## src/rtl/instr_fetch_unit_if.sv

```systemverilog
// Fetch-unit bus: byte-wide instruction memory port, decoder valid/ready handshake and jump redirect.
// master = fetch unit, slave = memory/controller side.
interface instr_fetch_unit_if #(
    parameter int unsigned ADDR_W = 13
);
    logic [7:0]        command;
    logic [ADDR_W-1:0] address;
    logic              mem_read;
    logic              instr_valid;
    logic              instr_ready;
    logic [7:0]        opcode_byte;
    logic [ADDR_W-1:0] operand_addr;
    logic              instr_len;
    logic [ADDR_W-1:0] instr_pc;
    logic              jmp_valid;
    logic [ADDR_W-1:0] jmp_target;

    modport master (
        input  command, instr_ready, jmp_valid, jmp_target,
        output address, mem_read, instr_valid, opcode_byte, operand_addr, instr_len, instr_pc
    );

    modport slave (
        output command, instr_ready, jmp_valid, jmp_target,
        input  address, mem_read, instr_valid, opcode_byte, operand_addr, instr_len, instr_pc
    );
endinterface

```

## src/rtl/instr_fetch_unit.sv

```systemverilog
// Instruction fetch unit: reads 1- or 2-byte instructions from byte-wide memory and
// presents them to the controller with valid/ready; jump redirects flush the current instruction.
module instr_fetch_unit #(
    parameter int unsigned ADDR_W   = 13,
    parameter logic [12:0] RESET_PC = 13'd0
) (
    input  logic                clk,
    input  logic                rst,
    instr_fetch_unit_if.master  bus
);
    typedef enum logic [1:0] {
        ST_START    = 2'd0,
        ST_FETCH_HI = 2'd1,
        ST_FETCH_LO = 2'd2,
        ST_HOLD     = 2'd3
    } state_t;

    state_t            r_state;
    state_t            w_next_state;
    logic [ADDR_W-1:0] r_pc;
    logic [7:0]        r_opcode_byte;
    logic [ADDR_W-1:0] r_operand_addr;
    logic              r_instr_len;
    logic [ADDR_W-1:0] r_instr_pc;
    logic              r_instr_valid;
    logic              r_mem_read;

    logic w_ld_opcode;
    logic w_ld_operand;
    logic w_clr_operand;
    logic w_pc_inc;
    logic w_valid_nxt;
    logic w_mem_read_nxt;

    // LDA (000), STA (001) and JMP (110) carry a second address byte
    function automatic logic is_two_byte(input logic [7:0] op);
        case (op[7:5])
            3'b000, 3'b001, 3'b110: is_two_byte = 1'b1;
            default:                is_two_byte = 1'b0;
        endcase
    endfunction

    always_ff @(posedge clk or posedge rst) begin
        if (rst) r_state <= ST_START;
        else     r_state <= w_next_state;
    end

    always_comb begin
        w_next_state = r_state;
        case (r_state)
            ST_START:    w_next_state = ST_FETCH_HI;
            ST_FETCH_HI: w_next_state = is_two_byte(bus.command) ? ST_FETCH_LO : ST_HOLD;
            ST_FETCH_LO: w_next_state = ST_HOLD;
            ST_HOLD:     if (bus.instr_ready) w_next_state = ST_FETCH_HI;
            default:     w_next_state = ST_START;
        endcase
        // a redirect overrides every state and drops any partial or held instruction
        if (bus.jmp_valid) w_next_state = ST_FETCH_HI;
    end

    always_comb begin
        w_ld_opcode   = 1'b0;
        w_ld_operand  = 1'b0;
        w_clr_operand = 1'b0;
        w_pc_inc      = 1'b0;
        if (!bus.jmp_valid) begin
            case (r_state)
                ST_FETCH_HI: begin
                    w_ld_opcode   = 1'b1;
                    w_pc_inc      = 1'b1;
                    w_clr_operand = !is_two_byte(bus.command);
                end
                ST_FETCH_LO: begin
                    w_ld_operand = 1'b1;
                    w_pc_inc     = 1'b1;
                end
                default: ;
            endcase
        end
        w_valid_nxt    = (w_next_state == ST_HOLD);
        w_mem_read_nxt = (w_next_state == ST_FETCH_HI) || (w_next_state == ST_FETCH_LO);
    end

    always_ff @(posedge clk or posedge rst) begin
        if (rst) begin
            r_pc           <= ADDR_W'(RESET_PC);
            r_opcode_byte  <= 8'd0;
            r_operand_addr <= '0;
            r_instr_len    <= 1'b0;
            r_instr_pc     <= '0;
            r_instr_valid  <= 1'b0;
            r_mem_read     <= 1'b0;
        end else begin
            r_instr_valid <= w_valid_nxt;
            r_mem_read    <= w_mem_read_nxt;
            if (bus.jmp_valid)  r_pc <= bus.jmp_target;
            else if (w_pc_inc)  r_pc <= r_pc + ADDR_W'(1);
            if (w_ld_opcode) begin
                r_opcode_byte <= bus.command;
                r_instr_pc    <= r_pc;
            end
            if (w_clr_operand) begin
                r_operand_addr <= '0;
                r_instr_len    <= 1'b0;
            end else if (w_ld_operand) begin
                r_operand_addr <= ADDR_W'({r_opcode_byte[4:0], bus.command});
                r_instr_len    <= 1'b1;
            end
        end
    end

    assign bus.address      = r_pc;
    assign bus.mem_read     = r_mem_read;
    assign bus.instr_valid  = r_instr_valid;
    assign bus.opcode_byte  = r_opcode_byte;
    assign bus.operand_addr = r_operand_addr;
    assign bus.instr_len    = r_instr_len;
    assign bus.instr_pc     = r_instr_pc;
endmodule
```

## src/flat_wrapper.sv

```systemverilog
// flat-port wrapper written by rule: the top's interface ports become plain ports
module instr_fetch_unit_flat 
#(
    parameter int unsigned ADDR_W   = 13,
    parameter logic [12:0] RESET_PC = 13'd0
)
  (clk, rst, bus_command, bus_instr_ready, bus_jmp_valid, bus_jmp_target, bus_address, bus_mem_read, bus_instr_valid, bus_opcode_byte, bus_operand_addr, bus_instr_len, bus_instr_pc);
  instr_fetch_unit_if #(.ADDR_W(ADDR_W)) bus_i ();
  input  logic clk;
  input  logic rst;
  input wire logic [$bits(bus_i.command)-1:0] bus_command;
  input wire logic [$bits(bus_i.instr_ready)-1:0] bus_instr_ready;
  input wire logic [$bits(bus_i.jmp_valid)-1:0] bus_jmp_valid;
  input wire logic [$bits(bus_i.jmp_target)-1:0] bus_jmp_target;
  output wire logic [$bits(bus_i.address)-1:0] bus_address;
  output wire logic [$bits(bus_i.mem_read)-1:0] bus_mem_read;
  output wire logic [$bits(bus_i.instr_valid)-1:0] bus_instr_valid;
  output wire logic [$bits(bus_i.opcode_byte)-1:0] bus_opcode_byte;
  output wire logic [$bits(bus_i.operand_addr)-1:0] bus_operand_addr;
  output wire logic [$bits(bus_i.instr_len)-1:0] bus_instr_len;
  output wire logic [$bits(bus_i.instr_pc)-1:0] bus_instr_pc;
  assign bus_i.command = bus_command;
  assign bus_i.instr_ready = bus_instr_ready;
  assign bus_i.jmp_valid = bus_jmp_valid;
  assign bus_i.jmp_target = bus_jmp_target;
  assign bus_address = bus_i.address;
  assign bus_mem_read = bus_i.mem_read;
  assign bus_instr_valid = bus_i.instr_valid;
  assign bus_opcode_byte = bus_i.opcode_byte;
  assign bus_operand_addr = bus_i.operand_addr;
  assign bus_instr_len = bus_i.instr_len;
  assign bus_instr_pc = bus_i.instr_pc;
  instr_fetch_unit #(.ADDR_W(ADDR_W), .RESET_PC(RESET_PC)) u_core (.clk(clk), .rst(rst), .bus(bus_i));
endmodule
```

## config.mk

```make
export PLATFORM = sky130hd
export DESIGN_NAME = instr_fetch_unit_flat
export DESIGN_NICKNAME = d
export VERILOG_FILES = /design/src/rtl/instr_fetch_unit_if.sv /design/src/rtl/instr_fetch_unit.sv /design/src/flat_wrapper.sv
export SDC_FILE = /design/constraint.sdc
export NUM_CORES = 1
export LEC_CHECK = 0
export BUFFER_PORTS_ARGS = -buffer_cell sky130_fd_sc_hd__buf_2
export CORE_MARGIN = 3
export CORE_UTILIZATION = 45
export DETAILED_ROUTE_END_ITERATION = 7
export PLACE_DENSITY = 0.83
export SYNTH_ARGS = -nofsm -noshare
export SYNTH_HDL_FRONTEND = slang
export SYNTH_SLANG_ARGS = --single-unit
```

## constraint.sdc

```tcl
create_clock -name clk -period 5.7 [get_ports clk]
set_input_delay 0.285 -clock clk [delete_from_list [all_inputs] [get_ports clk]]
set_output_delay 0.285 -clock clk [all_outputs]
set_load 0.01 [all_outputs]
```

==> metrics.txt <==
status=completed; LEAKAGE=1.38 nW; total number of vias=1655; initial antenna violation count=0; R2R setup slack=3600 ps; RSZ-0062 raised after global routing=no; latest clock arrival within the worst-skew pair=300 ps; largest net degree at the start of global routing=53; ant diodes=0; crit-path max FO=6; Root Driver=clkbuf_8; Max H-tree Level=2; Syn Area/Cell=12.4 sq um; crit share post-route=36.9%; DP HPWL=3450 um; worst setup path category=reg -> reg; WL/cell=15.1 um; area leader, netlist=dfrtp_1; Setup crit end kind=register; Met2 Wirelength=2450 um; routability cong.=0.754; Top Metal Used=met4; die width=76.3 um; Placeable Area=4560 sq um; initial drt markers=108; Synth top area share=58.5%; Place WS=3560 ps; synthesized flop and latch total=52; # rows=24; Post-Syn Instances=179; I/O Buffers=74; Hold Path Depth=3; first-pass GRT wire length=8200 um; Netlist cell types=34; post_cts resized=0; # DRC=0; Hold WC Path Type=in -> reg; Slew Limit Headroom=30.5%; hold buffers post-CTS=0; fin crit period=2100 ps; CP startpoint=u_core.r_state[1]; most common cell after layout, fill and taps aside=buf_2; total gr overflow=0; Via density=5.20; R2R depth=6; Die H=76.3 um; Area contributors post-synth=dfrtp_1, mux2_2, a22o_1; CTS tree=done; Fin Clk Skew=6.48 ps; CTS Buf Count=5; met3 wire length=245 um; Final Hold Viols=0; Final setup viols=0; Syn Nets=211; Die Area=5820 sq um; # nets final=284; worst r2r src=u_core.r_state[1]; vias in the first global route=1672; DRT Pass-1 Iters=4; Initial Util=48.7%; total wire length=4800 um; Ys Warns=0; worst-margin pin slew=1040 ps; most frequent cells in the layout=buf_2, dfrtp_1, mux2_2; total negative slack=0 ps; CTS clk-pin slew, worst paths=90 ps; share of cells above drive strength 1=42.3%; CP required=5940 ps; synthesized area=2220 sq um; M1 WL=1980 um; R2R Path End=u_core.bus.address[12]; total track usage=17.7%; CP arrival=2340 ps; synthesis-to-finish area growth=23.6%; WHS Endpoint=u_core.bus.address[5]; fmax=476 MHz; Seq/Total Area, Yosys=58.5%; Max rail drop VDD=0.000155 V; CTS Buffer Depth=2; Final Core Density=60.2%; Hold Crit Start=bus_jmp_target[5]; final count of pins violating max slew=0; setup bufs post-CTS=0; worst setup margin=3600 ps; Max-Cap Viols=0; Worst setup SP type=register; Detail Route Antenna Nets=0; Top-Level Pins=75; power per standard cell area=405 nW/um^2; CTS sink cnt=52
-- where the power goes --
part / internal, mW / total [mW] / switching (mW)
Clock: 0.130 / 0.246 / 0.115
Sequential: 0.466 / 0.537 / 0.0717
Combinational: 0.164 / 0.331 / 0.168
Total: 0.760 / 1.11 / 0.355
-- cells in the mapped netlist --
cell / n
dfrtp_1: 52
mux2_2: 21
nand2_1: 20
a22o_1: 13
o21ai_0: 10
ha_1: 7
inv_1: 6
xor2_1: 6
xnor2_1: 5
clkbuf_1: 4
nand3_1: 4
nor2_1: 4
nor4_1: 3
buf_1: 2
nand4_2: 2
o21ai_1: 2
a211oi_1: 1
a21o_1: 1
a21oi_1: 1
a22oi_1: 1
and2_1: 1
and3_2: 1
buf_2: 1
buf_4: 1
mux2i_1: 1
nand2b_1: 1
nand3b_1: 1
nand4_1: 1
nor2b_1: 1
nor3_1: 1
o211ai_1: 1
o22a_1: 1
or3_4: 1
or4_1: 1
-- logic make-up (layout without fill, tap and decap cells) --
| kind of cell | after synthesis | in the layout | synth area share [%] |
|---|---|---|---|
| muxes | 22 | 22 | 11.1 |
| and+or+nand+nor | 42 | 42 | 9.79 |
| DFF | 52 | 52 | 58.5 |
| xor gates and xnor gates | 11 | 11 | 4.33 |
| buffers and inverters | 14 | 88 | 2.59 |
| AOI/OAI and AO/OA | 31 | 31 | 9.79 |
| adders and majority gates | 7 | 7 | 3.94 |
-- metal layers --
metal	vias up	track usage, %
li1	782	-
met1	810	22.2
met2	51	28.5
met3	12	4.49
met4	0	8.51
met5	-	0
-- layout make-up --
| type | instances | area, sq um |
|---|---|---|
| multi-input cells | 113 | 866 |
| well taps | 65 | 81.3 |
| fillers | 411 | 1820 |
| flip-flops and latches | 52 | 1300 |
| clock inverters | 2 | 35.0 |
| clock buffers | 6 | 72.6 |
| inverters | 6 | 22.5 |
| repair buffers | 74 | 370 |
-- flip-flops by register name, indices dropped and copies added, names as in the netlist --
register                 flops
u_core.bus.operand_addr     13
u_core.bus.instr_pc         13
u_core.bus.mem_read          1
u_core.bus.instr_valid       1
u_core.bus.address          13
u_core.bus.instr_len         1
u_core.bus.opcode_byte       8
u_core.r_state               2
-- how the worst max path moves through the flow --
stage	endpoint	slack [ps]	depth (start not counted)
final	u_core.bus.address[12]	3600	6
after detailed placement	u_core.bus.instr_pc[3]	3560	3
after global routing	u_core.bus.address[12]	3470	6
after floorplan	u_core.bus.address[12]	3800	6
after CTS	u_core.bus.address[12]	3580	6
after global placement	u_core.bus.instr_pc[5]	3620	3
-- critical path: stages (launching register included) --
cell and delay (ps):
dfrtp_1 450, inv_1 90, ha_1 420, nand4_2 200
or3_4 390, or4_1 400, nand3_1 100
-- metrics by stage --
| stage | cell area, sq um | hold WS [ps] | power, mW | cells |
|---|---|---|---|---|
| after global placement | 2640 | 468 | 0.865 | 310 |
| after floorplan | 2220 | 406 | 0.735 | 179 |
| after global routing | 2750 | 181 | 1.19 | 318 |
| after detailed placement | 2640 | 473 | 0.882 | 310 |
| final | 2750 | 192 | 1.11 | 318 |
| after CTS | 2750 | 186 | 1.13 | 318 |
Note: power is estimated with default switching activity, not from simulation.
